$ cat src/rtl/fpaddsub_operand_stage.sv
// First stage of the FP add/sub pipeline: sorts operands by magnitude, derives the effective
// operation and result sign, and tracks in-flight operations. Optional macro: FPADDSUB_ZERO_DETECT_EN.
module fpaddsub_operand_stage #(
   parameter int W          = 32,
   parameter int EW         = 8,
   parameter int SW         = 23,
   parameter int PIPE_DEPTH = 4,
   localparam int CW        = $clog2(PIPE_DEPTH + 1)
) (
   input  logic                  clk,
   input  logic                  rst,
   input  logic                  enable_Pipeline_input,
   input  logic                  enable_shift_reg,
   input  logic [W-1:0]          Data_X,
   input  logic [W-1:0]          Data_Y,
   input  logic                  add_subt,
   output logic [W-1:0]          DMP_o,
   output logic [W-1:0]          DmP_o,
   output logic                  swap_o,
   output logic                  real_op_o,
   output logic                  sign_res_o,
   output logic [PIPE_DEPTH-1:0] valid_o,
   output logic                  ready_o,
   output logic                  busy_o,
   output logic [CW-1:0]         inflight_o,
   output logic                  overrun_o,
   output logic                  zero_res_o
);

   if (W != 1 + EW + SW) begin : g_bad_width
      $error("W must equal 1+EW+SW");
   end
   if (PIPE_DEPTH < 2 || PIPE_DEPTH > 8) begin : g_bad_depth
      $error("PIPE_DEPTH must be in 2..8");
   end

   typedef enum logic [1:0] {
      IDLE = 2'd0,
      RUN  = 2'd1
   } state_t;

   localparam logic [CW-1:0] FULL = CW'(PIPE_DEPTH);

   state_t                  state;
   state_t                  state_next;
   logic                    full;
   logic                    load;
   logic                    refused;
   logic                    ready;
   logic                    swap;
   logic                    real_op;
   logic                    sign_res;
   logic [W-2:0]            mag_x;
   logic [W-2:0]            mag_y;
   logic [CW-1:0]           inflight_next;
   logic [PIPE_DEPTH-1:0]   valid_next;

   // Strobe handshake: a load is accepted on any edge where enable_Pipeline_input is high and
   // fewer than PIPE_DEPTH operations are in flight; ready_o is the matching completion pulse.
   assign full    = (inflight_o == FULL);
   assign load    = enable_Pipeline_input & ~full;
   assign refused = enable_Pipeline_input & full;
   assign ready   = enable_shift_reg & valid_o[PIPE_DEPTH-1];

   assign mag_x    = Data_X[W-2:0];
   assign mag_y    = Data_Y[W-2:0];
   assign swap     = (mag_y > mag_x);
   assign real_op  = Data_X[W-1] ^ Data_Y[W-1] ^ add_subt;
   assign sign_res = swap ? (Data_Y[W-1] ^ add_subt) : Data_X[W-1];

   always_comb begin
      inflight_next = inflight_o;
      if (load && !ready) begin
         inflight_next = inflight_o + CW'(1);
      end else if (ready && !load && (inflight_o != '0)) begin
         inflight_next = inflight_o - CW'(1);
      end
   end

   always_comb begin
      valid_next = valid_o;
      if (enable_shift_reg) begin
         valid_next = {valid_o[PIPE_DEPTH-2:0], load};
      end else if (load) begin
         valid_next[0] = 1'b1;
      end
   end

   always_comb begin
      state_next = state;
      case (state)
         IDLE:    if (load) state_next = RUN;
         RUN:     if (inflight_next == '0) state_next = IDLE;
         default: state_next = IDLE;
      endcase
   end

   assign busy_o = (state == RUN);

   always_ff @(posedge clk) begin
      if (rst) begin
         state      <= IDLE;
         DMP_o      <= '0;
         DmP_o      <= '0;
         swap_o     <= 1'b0;
         real_op_o  <= 1'b0;
         sign_res_o <= 1'b0;
         valid_o    <= '0;
         ready_o    <= 1'b0;
         inflight_o <= '0;
         overrun_o  <= 1'b0;
      end else begin
         state      <= state_next;
         valid_o    <= valid_next;
         ready_o    <= ready;
         inflight_o <= inflight_next;
         if (refused) begin
            overrun_o <= 1'b1;
         end
         if (load) begin
            DMP_o      <= swap ? Data_Y : Data_X;
            DmP_o      <= swap ? Data_X : Data_Y;
            swap_o     <= swap;
            real_op_o  <= real_op;
            sign_res_o <= sign_res;
         end
      end
   end

`ifdef FPADDSUB_ZERO_DETECT_EN
   // Exact zero: both operands are zero, or equal magnitudes cancel under subtraction.
   always_ff @(posedge clk) begin
      if (rst) begin
         zero_res_o <= 1'b0;
      end else if (load) begin
         zero_res_o <= ((mag_x == '0) && (mag_y == '0)) || (real_op && (mag_x == mag_y));
      end
   end
`else
   assign zero_res_o = 1'b0;
`endif

endmodule
$ cat config.mk
export PLATFORM = sky130hd
export DESIGN_NAME = fpaddsub_operand_stage
export DESIGN_NICKNAME = d
export VERILOG_FILES = /design/src/rtl/fpaddsub_operand_stage.sv
export SDC_FILE = /design/constraint.sdc
export NUM_CORES = 1
export LEC_CHECK = 0
export BUFFER_PORTS_ARGS = -buffer_cell sky130_fd_sc_hd__buf_2
export CORE_AREA = 2 2 100 102
export DETAILED_ROUTE_END_ITERATION = 8
export DIE_AREA = 0 0 102 104
export PLACE_DENSITY = 0.85
export SLEW_MARGIN = 20
export SYNTH_ARGS = -nofsm -noshare
export SYNTH_HDL_FRONTEND = slang
export SYNTH_SLANG_ARGS = --single-unit
export TNS_END_PERCENT = 5
$ cat constraint.sdc
create_clock -name clk -period 6.2 [get_ports clk]
set_clock_uncertainty 0.05 [all_clocks]
set_input_delay 0.93 -clock clk [delete_from_list [all_inputs] [get_ports clk]]
set_output_delay 0.93 -clock clk [all_outputs]
set_load 0.01 [all_outputs]
==> results of run 1 <==
power by group:
group | switching [mW] | internal, mW | leakage [nW] | total [mW]
registers | 0.0245 | 0.538 | 0.639 | 0.563
logic | 0.215 | 0.133 | 1.68 | 0.348
clock network | 0.185 | 0.248 | 0.116 | 0.432
total | 0.424 | 0.919 | 2.44 | 1.34
metrics by stage:
step           cells  util [%]  area [sq um]  setup WS [ns]
3_3_place_gp     778      56.1          5360           1.90
2_1_floorplan    549         -          4680           3.10
5_1_grt          794      58.5          5590           1.89
4_1_cts          794      58.5          5590           2.17
6_report         794      58.5          5590           2.15
3_5_place_dp     778      56.1          5360           1.80
logic make-up after synthesis:
logic type / after synthesis / synth area share, %
AO/OA/AOI/OAI: 100 / 23.5
XOR/XNOR: 4 / 0.748
adder cells (fa/ha/maj): 34 / 9.08
buffers and inverters: 86 / 8.52
flip-flops: 77 / 32.9
multiplexers: 5 / 1.07
other: 1 / 0.0801
AND/OR/NAND/NOR: 242 / 24.1
cells in the mapped netlist, types with 5 or more instances:
master	count
a2111oi_0	5
a2111oi_1	10
a2111oi_2	49
a21oi_1	19
buf_2	7
buf_4	6
buf_6	6
clkbuf_1	34
dfxtp_1	77
ha_1	34
inv_1	33
mux2i_1	5
nand2_1	14
nand4_1	6
nor2_1	142
nor4_1	65
o21ai_0	6
worst max-delay path by stage:
stage | depth (start not counted) | end | startpoint | slack [ns]
after detailed placement | 9 | DmP_o[31] | Data_X[13] | 1.80
after CTS | 9 | DMP_o[18] | Data_X[13] | 2.17
after floorplan | 10 | DMP_o[0] | Data_X[16] | 3.10
after global routing | 10 | DMP_o[13] | Data_X[30] | 1.89
final | 9 | DMP_o[19] | Data_X[13] | 2.15
after global placement | 9 | DMP_o[17] | Data_X[13] | 1.90
routing by layer:
layer	part of all wire (%)	global-route usage (%)
met5	0	0
met4	1.1	7.24
met3	6.1	5.58
met2	50	40.3
met1	43	29.9
sequential cells by signal (all words and copies together) (netlist names):
| register | count |
|---|---|
| swap_o | 1 |
| ready_o | 1 |
| inflight_o | 3 |
| sign_res_o | 1 |
| DMP_o | 32 |
| overrun_o | 1 |
| real_op_o | 1 |
| valid_o | 4 |
| state | 1 |
| DmP_o | 32 |
area by class of cell:
cell class / count / area share (%)
flip-flops and latches: 77 / 27.6
repair buffers: 149 / 13.6
well taps: 133 / 2.98
multi-input cells: 386 / 49.6
clock inverters: 4 / 1.25
clock buffers: 12 / 2.78
inverters: 33 / 2.22
critical path: stages:
cell and delay [ns]:
buf_2 0.10, inv_1 0.05, ha_1 0.31, nand4_1 0.19, nor4_1 0.84, a22oi_2 0.16
buf_4 0.38, or2_4 0.66, a2111oi_1 0.55
==> key figures, run 1 <==
Status
  • Status: finished, final reports clean

GRT
  • First-pass GRT wire length: 20800 um
  • Pin count of the biggest net entering global routing: 96
  • Tot GR Track Use: 23.9%
  • Vias in the first global route: 4454
  • Aggregate global routing overflow: 0
  • Antenna violations before repair: 0

Routing
  • Avg WL per Cell: 16.1 um
  • DR pass1 iterations: 4
  • Initial DRC count: 305
  • DRC Markers: 0
  • Antenna-violating nets left: 0
  • DRT Wirelength: 12800 um
  • Vias per inst: 5.72
  • Total vias in the final route: 4545

Clock tree
  • CTS Buf Count: 9
  • Htree depth: 3
  • # Post-CTS Setup Buffers: 0
  • Post-CTS Resized: 0
  • Clock latency on the worst-skew pair: 0.34 ns
  • Root buffer cell: clkbuf_8
  • Clock sink count: 77
  • CTS Hold Bufs: 0
  • Worst-path clk slew: 0.08 ns
  • Clk buf depth: 2
  • CTS tree: yes

Floorplanning
  • Die Width: 102 um
  • Die area: 10600 sq um
  • Area of the core: 9550 sq um
  • Site Rows: 36
  • Die Y: 104 um
  • Initial Util: 49.1%
  • # IOs: 147

Synthesis
  • Top cells by area, synth: dfxtp_1 (33%), a2111oi_2 (16%), nor2_1 (11%)
  • Sequential element share of the synthesized area: 32.9%
  • Top cell type's share of synthesized area: 32.9%
  • Syn_area_per_cell: 8.53 sq um
  • Distinct cells, synth: 39
  • Synth warn: 0
  • Top_reg_cell synth: dfxtp_1
  • Post-synth EDFFs: 0
  • Syn nets: 652
  • Post-Synthesis Cells: 549
  • Synth Register Bits: 77
  • Netlist Area Pre-Place: 4680 sq um
  • Dominant cell type by area after synthesis: dfxtp_1
  • Async SR Flop Fraction: 0%

Placement
  • Post-DP HPWL: 8700 um
  • PortBufs: 145
  • GPL Wtd Cong: 0.864

STA
  • Max-slew violations: 0
  • WHS: 0.423 ns
  • Crit path time final: 4.05 ns
  • Final Hold Viols: 0
  • Fmax: 247 MHz
  • Worst-Margin Slew: 1.14 ns
  • Slew HR: 23.7%
  • Final worst-path cycle share: 65.3%
  • Setup Viol. Count Final: 0
  • RSZ-0062 raised after global routing: false
  • Final setup TNS: 0 ns

Layout
  • Leading cell types in the layout, fill and taps excluded: buf_2 (144), nor2_1 (142), dfxtp_1 (77)
  • Register area: 1540 sq um
  • Final nets: 759
  • Area delta synth->final: 19.3%
  • Area of the multi-input gates: 2770 sq um
  • Filler Cells Inserted: 879
  • Inserted Diodes: 0
  • Leading cell type in the layout, fill and taps excluded: buf_2
  • Layout cells sized above 1: 33.3%

Critical path
  • Startpoint types: primary input
  • Critical path type: primary input to register
  • R2r setup slk: 3.42 ns
  • Reg2reg end: DMP_o[19]
  • Worst Reg-to-Reg Cells: 7
  • Launching point of the worst reg2reg path: inflight_o[0]
  • Worst-path fanout max: 67
  • Worst Path Arrival: 4.21 ns
  • Req. time, crit path: 6.36 ns
  • CP endpoint kind: register

Power
  • PD cells: 240 nW/um^2
  • Worst vdd ir: 133 uV
  • P_leak: 2.44 nW
  • Overall Power: 1.34 mW

Worst hold path
  • WHS Path Cells: 2
  • Min-delay src: real_op_o
  • Hold EP: real_op_o
  • Worst Hold Class: register to register

Flow run
  • MaxCap Viol Count: 0
Note: power is estimated with default switching activity, not from simulation.
==> inputs of run 2 (changes only) <==
==> constraint.sdc (replaced) <==
create_clock -name clk -period 4 [get_ports clk]
set_clock_uncertainty 0.05 [all_clocks]
set_input_delay 0.6 -clock clk [delete_from_list [all_inputs] [get_ports clk]]
set_output_delay 0.6 -clock clk [all_outputs]
set_load 0.01 [all_outputs]
==> run 2 against run 1 <==
Effect of this change:
- routed wire length grew 2.1%
- hold slack lost 0.011 ns
- first-iteration DRC count shrank 21%
- critical endpoint is now DMP_o[7]
==> key figures, run 2 (synthesis gave the netlist of run 1 again) <==
Routing
  • Vias per inst: 5.79 (+1.2%)
  • Total vias in the final route: 4627 (+1.8%)
  • Avg WL per Cell: 16.3 um (+1.5%)
  • Antenna-violating nets left: 0 (unchanged)
  • DRT Wirelength: 13100 um (+2.1%)
  • DR pass1 iterations: 4 (unchanged)
  • Initial DRC count: 240 (-21%)
  • DRC Markers: 0 (unchanged)

Critical path
  • Critical path cell sequence: buf_2 -> inv_1 -> ha_1 -> nand4_1 -> nor4_2 -> a221oi_1 -> a22oi_2 -> buf_4 -> nor4_1 -> a2111oi_2
  • CP endpoint kind: register
  • Req. time, crit path: 4.20 ns (-2.16 ns)
  • Critical path type: primary input to register
  • Worst-path fanout max: 66 (-1.5%)
  • Crit path buf inv count: 3 (unchanged)
  • Top delay family on crit path: compound AO/OA/AOI/OAI gates
  • Slowest CP cell: buf_4
  • Worst Path Arrival: 3.32 ns (-0.89 ns)
  • Startpoint types: primary input
  • CP peak stage delay: 0.61 ns (-0.23 ns)

Power
  • Worst vdd ir: 261 uV (+96%)
  • P_leak: 2.49 nW (+2.0%)
  • PD cells: 391 nW/um^2 (+63%)
  • Overall Power: 2.22 mW (+65%)

Floorplanning
  • Die area: 10600 sq um (unchanged)
  • # IOs: 147 (unchanged)
  • Die Width: 102 um (unchanged)
  • Area of the core: 9550 sq um (unchanged)
  • Die Y: 104 um (unchanged)
  • Site Rows: 36 (unchanged)
  • Initial Util: 49.1% (unchanged)

Layout
  • Leading cell type in the layout, fill and taps excluded: buf_2
  • Final nets: 765 (+0.79%)
  • Register area: 1540 sq um (unchanged)
  • Area of the multi-input gates: 2770 sq um (unchanged)
  • Leading cell types in the layout, fill and taps excluded: buf_2 (144), nor2_1 (142), dfxtp_1 (77)
  • Layout cells sized above 1: 33.8% (+0.50 points)
  • Top Registers: DMP_o (32), DmP_o (32), valid_o (4)
  • Area delta synth->final: 21.3%
  • Filler Cells Inserted: 863 (-1.8%)
  • Inserted Diodes: 0 (unchanged)

STA
  • Final Hold Viols: 0 (unchanged)
  • Final worst-path cycle share: 78.0%
  • Slew HR: 24.3% (+0.52 points)
  • Worst-Margin Slew: 1.14 ns (-0.00782 ns)
  • Max-slew violations: 0 (unchanged)
  • Crit path time final: 3.12 ns
  • Setup Viol. Count Final: 0 (unchanged)
  • RSZ-0062 raised after global routing: false
  • Fmax: 321 MHz
  • Final setup TNS: 0 ns (unchanged)

Placement
  • PortBufs: 145 (unchanged)
  • GPL Wtd Cong: 0.853 (-1.3%)
  • Post-DP HPWL: 9020 um (+3.7%)

Clock tree
  • Clock sink count: 77 (unchanged)
  • Clock latency on the worst-skew pair: 0.36 ns (+0.02 ns)
  • CTS Buf Count: 9 (unchanged)
  • Htree depth: 3 (unchanged)
  • CTS Hold Bufs: 0 (unchanged)
  • Root buffer cell: clkbuf_8
  • CTS tree: yes
  • Post-CTS Resized: 0 (unchanged)
  • # Post-CTS Setup Buffers: 0 (unchanged)
  • Clk buf depth: 2 (unchanged)
  • Worst-path clk slew: 0.09 ns (about the same)

GRT
  • Pin count of the biggest net entering global routing: 97 (+1.0%)
  • Aggregate global routing overflow: 0 (unchanged)
  • Vias in the first global route: 4431 (-0.52%)
  • Antenna violations before repair: 0 (unchanged)
  • Tot GR Track Use: 24.5% (+0.58 points)
  • First-pass GRT wire length: 21100 um (+1.5%)

Worst hold path
  • Worst Hold Class: register to register

Status
  • Status: finished, final reports clean

Flow run
  • MaxCap Viol Count: 0 (unchanged)
-- run 2: final cells by class --
class,instances,share of cell area [%]
multi-input combinational,386,48.8
clock buffer,11,2.49
inverter,33,2.18
clock inverter,4,2.11
sequential,77,27.1
tap,133,2.93
timing repair buffer,155,14.4
-- run 2: report_power, final --
group,switching (mW),internal (mW),total (mW)
Combinational,0.338,0.216,0.554
Sequential,0.0387,0.835,0.873
Clock,0.300,0.492,0.792
-- run 2: routing by layer --
layer  track usage (%)  wire, um
met1              32.2      5580
met2              38.5      6270
met3              4.57       866
met4              11.1       339
met5                 0         0
-- run 2: worst paths after layout --
path | startpoint | slack [ns] | endpoint | cells past startpoint
max reg2reg | inflight_o[0] | 1.21 | DMP_o[25] | 7
min reg2reg | real_op_o | 0.41 | real_op_o | 2
max | Data_X[30] | 0.88 | DMP_o[7] | 10
min | real_op_o | 0.41 | real_op_o | 2
-- run 2: tightest hold or removal path, cell delays in order (launching register included) --
cell	delay (ns)
dfxtp_1	0.32
nand2_1	0.05
a21oi_1	0.05
-- run 2: per-stage QoR --
step	std cells	setup WS [ns]	hold slack, ns	util, %	area (sq um)
2_1_floorplan	549	1.23	0.426	-	4680
3_3_place_gp	784	0.628	0.394	56.7	5420
3_5_place_dp	784	0.545	0.401	56.7	5420
4_1_cts	799	0.904	0.416	59.5	5680
5_1_grt	799	0.581	0.446	59.5	5680
6_report	799	0.881	0.412	59.5	5680
==> inputs of run 3 (changes only) <==
==> constraint.sdc (replaced) <==
create_clock -name clk -period 3 [get_ports clk]
set_clock_uncertainty 0.05 [all_clocks]
set_input_delay 0.45 -clock clk [delete_from_list [all_inputs] [get_ports clk]]
set_output_delay 0.45 -clock clk [all_outputs]
set_load 0.01 [all_outputs]
==> run 3 against run 2 <==
Effect of this change:
- sequential cell count unchanged
- die area unchanged
- count of clock-buffer cells in the layout increased by 1
- highest routed layer unchanged
- total power increased by 23%
- sequential power increased by 34%
- global-route usage increased by 0.56 points
- largest cell class unchanged
- hold slack got worse by 0.041 ns
- cell area increased by 0.77%
- worst setup slack got worse by 0.72 ns
- largest power group unchanged
==> key figures, run 3 (synthesis gave the netlist of run 1 again) <==
Power
  • Worst vdd ir: 251 uV (-4.1%)
  • PD cells: 477 nW/um^2 (+22%)
  • P_leak: 2.50 nW (+0.63%)

Critical path
  • Critical path type: primary input to register
  • Launching point of the worst reg2reg path: inflight_o[0]
  • Startpoint types: primary input
  • Worst-path fanout max: 12 (-82%)
  • CP peak stage delay: 0.50 ns (-0.11 ns)
  • Top delay family on crit path: compound AO/OA/AOI/OAI gates
  • Worst setup path endpoint: DMP_o[14]
  • Crit path buf inv count: 3 (unchanged)
  • Worst Reg-to-Reg Cells: 7 (unchanged)
  • R2r setup slk: 0.74 ns (-0.47 ns)
  • Critical path cell sequence: buf_2 -> inv_1 -> ha_1 -> and2_0 -> a221o_1 -> a221oi_1 -> a22oi_2 -> or2_4 -> buf_12 -> a2111oi_0
  • Worst Path Arrival: 2.98 ns (-0.34 ns)
  • Reg2reg end: DMP_o[23]
  • Req. time, crit path: 3.14 ns (-1.06 ns)
  • Crit path depth: 10 (unchanged)
  • CP endpoint kind: register
  • Slowest CP cell: a2111oi_0
  • CP startpoint: Data_X[18]

STA
  • Final worst-path cycle share: 94.7%
  • Slew HR: 48.1% (+24 points)
  • Setup Viol. Count Final: 0 (unchanged)
  • Final Hold Viols: 0 (unchanged)
  • Final setup TNS: 0 ns (unchanged)
  • Fmax: 352 MHz
  • Crit path time final: 2.84 ns
  • Max-slew violations: 0 (unchanged)
  • Worst-Margin Slew: 0.779 ns (-0.357 ns)
  • RSZ-0062 raised after global routing: false

Clock tree
  • CTS Buf Count: 9 (unchanged)
  • Clock latency on the worst-skew pair: 0.35 ns (about the same)
  • Clk buf depth: 2 (unchanged)
  • Worst-path clk slew: 0.08 ns (about the same)
  • # Post-CTS Setup Buffers: 0 (unchanged)
  • Post-CTS Resized: 0 (unchanged)
  • Root buffer cell: clkbuf_8
  • Clock sink count: 77 (unchanged)
  • Htree depth: 3 (unchanged)
  • CTS tree: yes
  • CTS Hold Bufs: 0 (unchanged)

Routing
  • Initial DRC count: 221 (-7.9%)
  • DRT Wirelength: 13300 um (+1.8%)
  • Vias per inst: 5.86 (+1.1%)
  • Avg WL per Cell: 16.5 um (+1.0%)
  • DRC Markers: 0 (unchanged)
  • Total vias in the final route: 4714 (+1.9%)
  • Antenna-violating nets left: 0 (unchanged)
  • DR pass1 iterations: 5 (+1)

Floorplanning
  • Die Y: 104 um (unchanged)
  • Die area: 10600 sq um (unchanged)
  • Die Width: 102 um (unchanged)
  • Area of the core: 9550 sq um (unchanged)
  • Site Rows: 36 (unchanged)
  • Initial Util: 49.1% (unchanged)
  • # IOs: 147 (unchanged)

Layout
  • Final nets: 770 (+0.65%)
  • Filler Cells Inserted: 843 (-2.3%)
  • Post-Route Utilization: 59.9% (+0.46 points)
  • Inserted Diodes: 0 (unchanged)
  • Leading cell type in the layout, fill and taps excluded: buf_2
  • Top Registers: DMP_o (32), DmP_o (32), valid_o (4)
  • Area delta synth->final: 22.2%
  • Layout cells sized above 1: 34.2% (+0.44 points)
  • Leading cell types in the layout, fill and taps excluded: buf_2 (144), nor2_1 (142), dfxtp_1 (77)
  • Post-Layout Inst Area: 5720 sq um (+0.77%)

GRT
  • Vias in the first global route: 4530 (+2.2%)
  • Antenna violations before repair: 0 (unchanged)
  • Tot GR Track Use: 25.0% (+0.56 points)
  • Aggregate global routing overflow: 0 (unchanged)
  • First-pass GRT wire length: 21800 um (+3.4%)
  • Pin count of the biggest net entering global routing: 77 (-21%)

Placement
  • Area after DPL: 5530 sq um (+2.1%)
  • GPL Wtd Cong: 0.849 (-0.45%)
  • PortBufs: 145 (unchanged)
  • Post-DP HPWL: 9450 um (+4.8%)

Worst hold path
  • Worst Hold Class: primary input to register

Flow run
  • MaxCap Viol Count: 0 (unchanged)

Status
  • Status: finished, final reports clean
[run 3: how the worst min path moves through the flow]
stage | start | cells past startpoint | end | slack [ns]
global placement | real_op_o | 2 | real_op_o | 0.39
detailed placement | real_op_o | 2 | real_op_o | 0.40
finish | Data_X[31] | 3 | sign_res_o | 0.37
CTS | Data_X[31] | 3 | sign_res_o | 0.35
global route | Data_Y[20] | 3 | DMP_o[20] | 0.38
floorplan | real_op_o | 2 | real_op_o | 0.43
[run 3: worst reg2reg max path: stages, from the launching register on]
cell and delay, ns:
dfxtp_1 0.39, inv_1 0.12, ha_1 0.24, nand2_1 0.14, and2_2 0.48, buf_12 0.28
nor2_1 0.11, a2111oi_1 0.35
[run 3: routing by layer]
layer	global-route usage, %	routed length, um
met1	32.3	5600
met2	41.0	6570
met3	5.17	842
met4	8.86	271
met5	0	0
[run 3: through the flow]
step	total power [mW]	std cells	setup WS [ns]	hold slack, ns
after floorplan	1.67	549	0.376	0.426
after global placement	1.92	789	0.00769	0.392
after detailed placement	1.95	789	-0.151	0.400
after CTS	2.75	805	0.165	0.347
after global routing	2.86	805	0.0477	0.376
final	2.73	805	0.158	0.371
[run 3: layout make-up]
cell class | instances | area [sq um] | share of cell area [%]
multi-input combinational | 386 | 2770 | 48.4
inverter | 33 | 124 | 2.16
clock buffer | 12 | 145 | 2.54
clock inverter | 4 | 47.5 | 0.831
tap | 133 | 166 | 2.91
timing repair buffer | 160 | 928 | 16.2
sequential | 77 | 1540 | 26.9
[run 3: where the power goes]
part / switching, mW / internal [mW] / total, mW
Sequential: 0.0531 / 1.11 / 1.17
Clock: 0.392 / 0.406 / 0.798
Combinational: 0.457 / 0.311 / 0.768
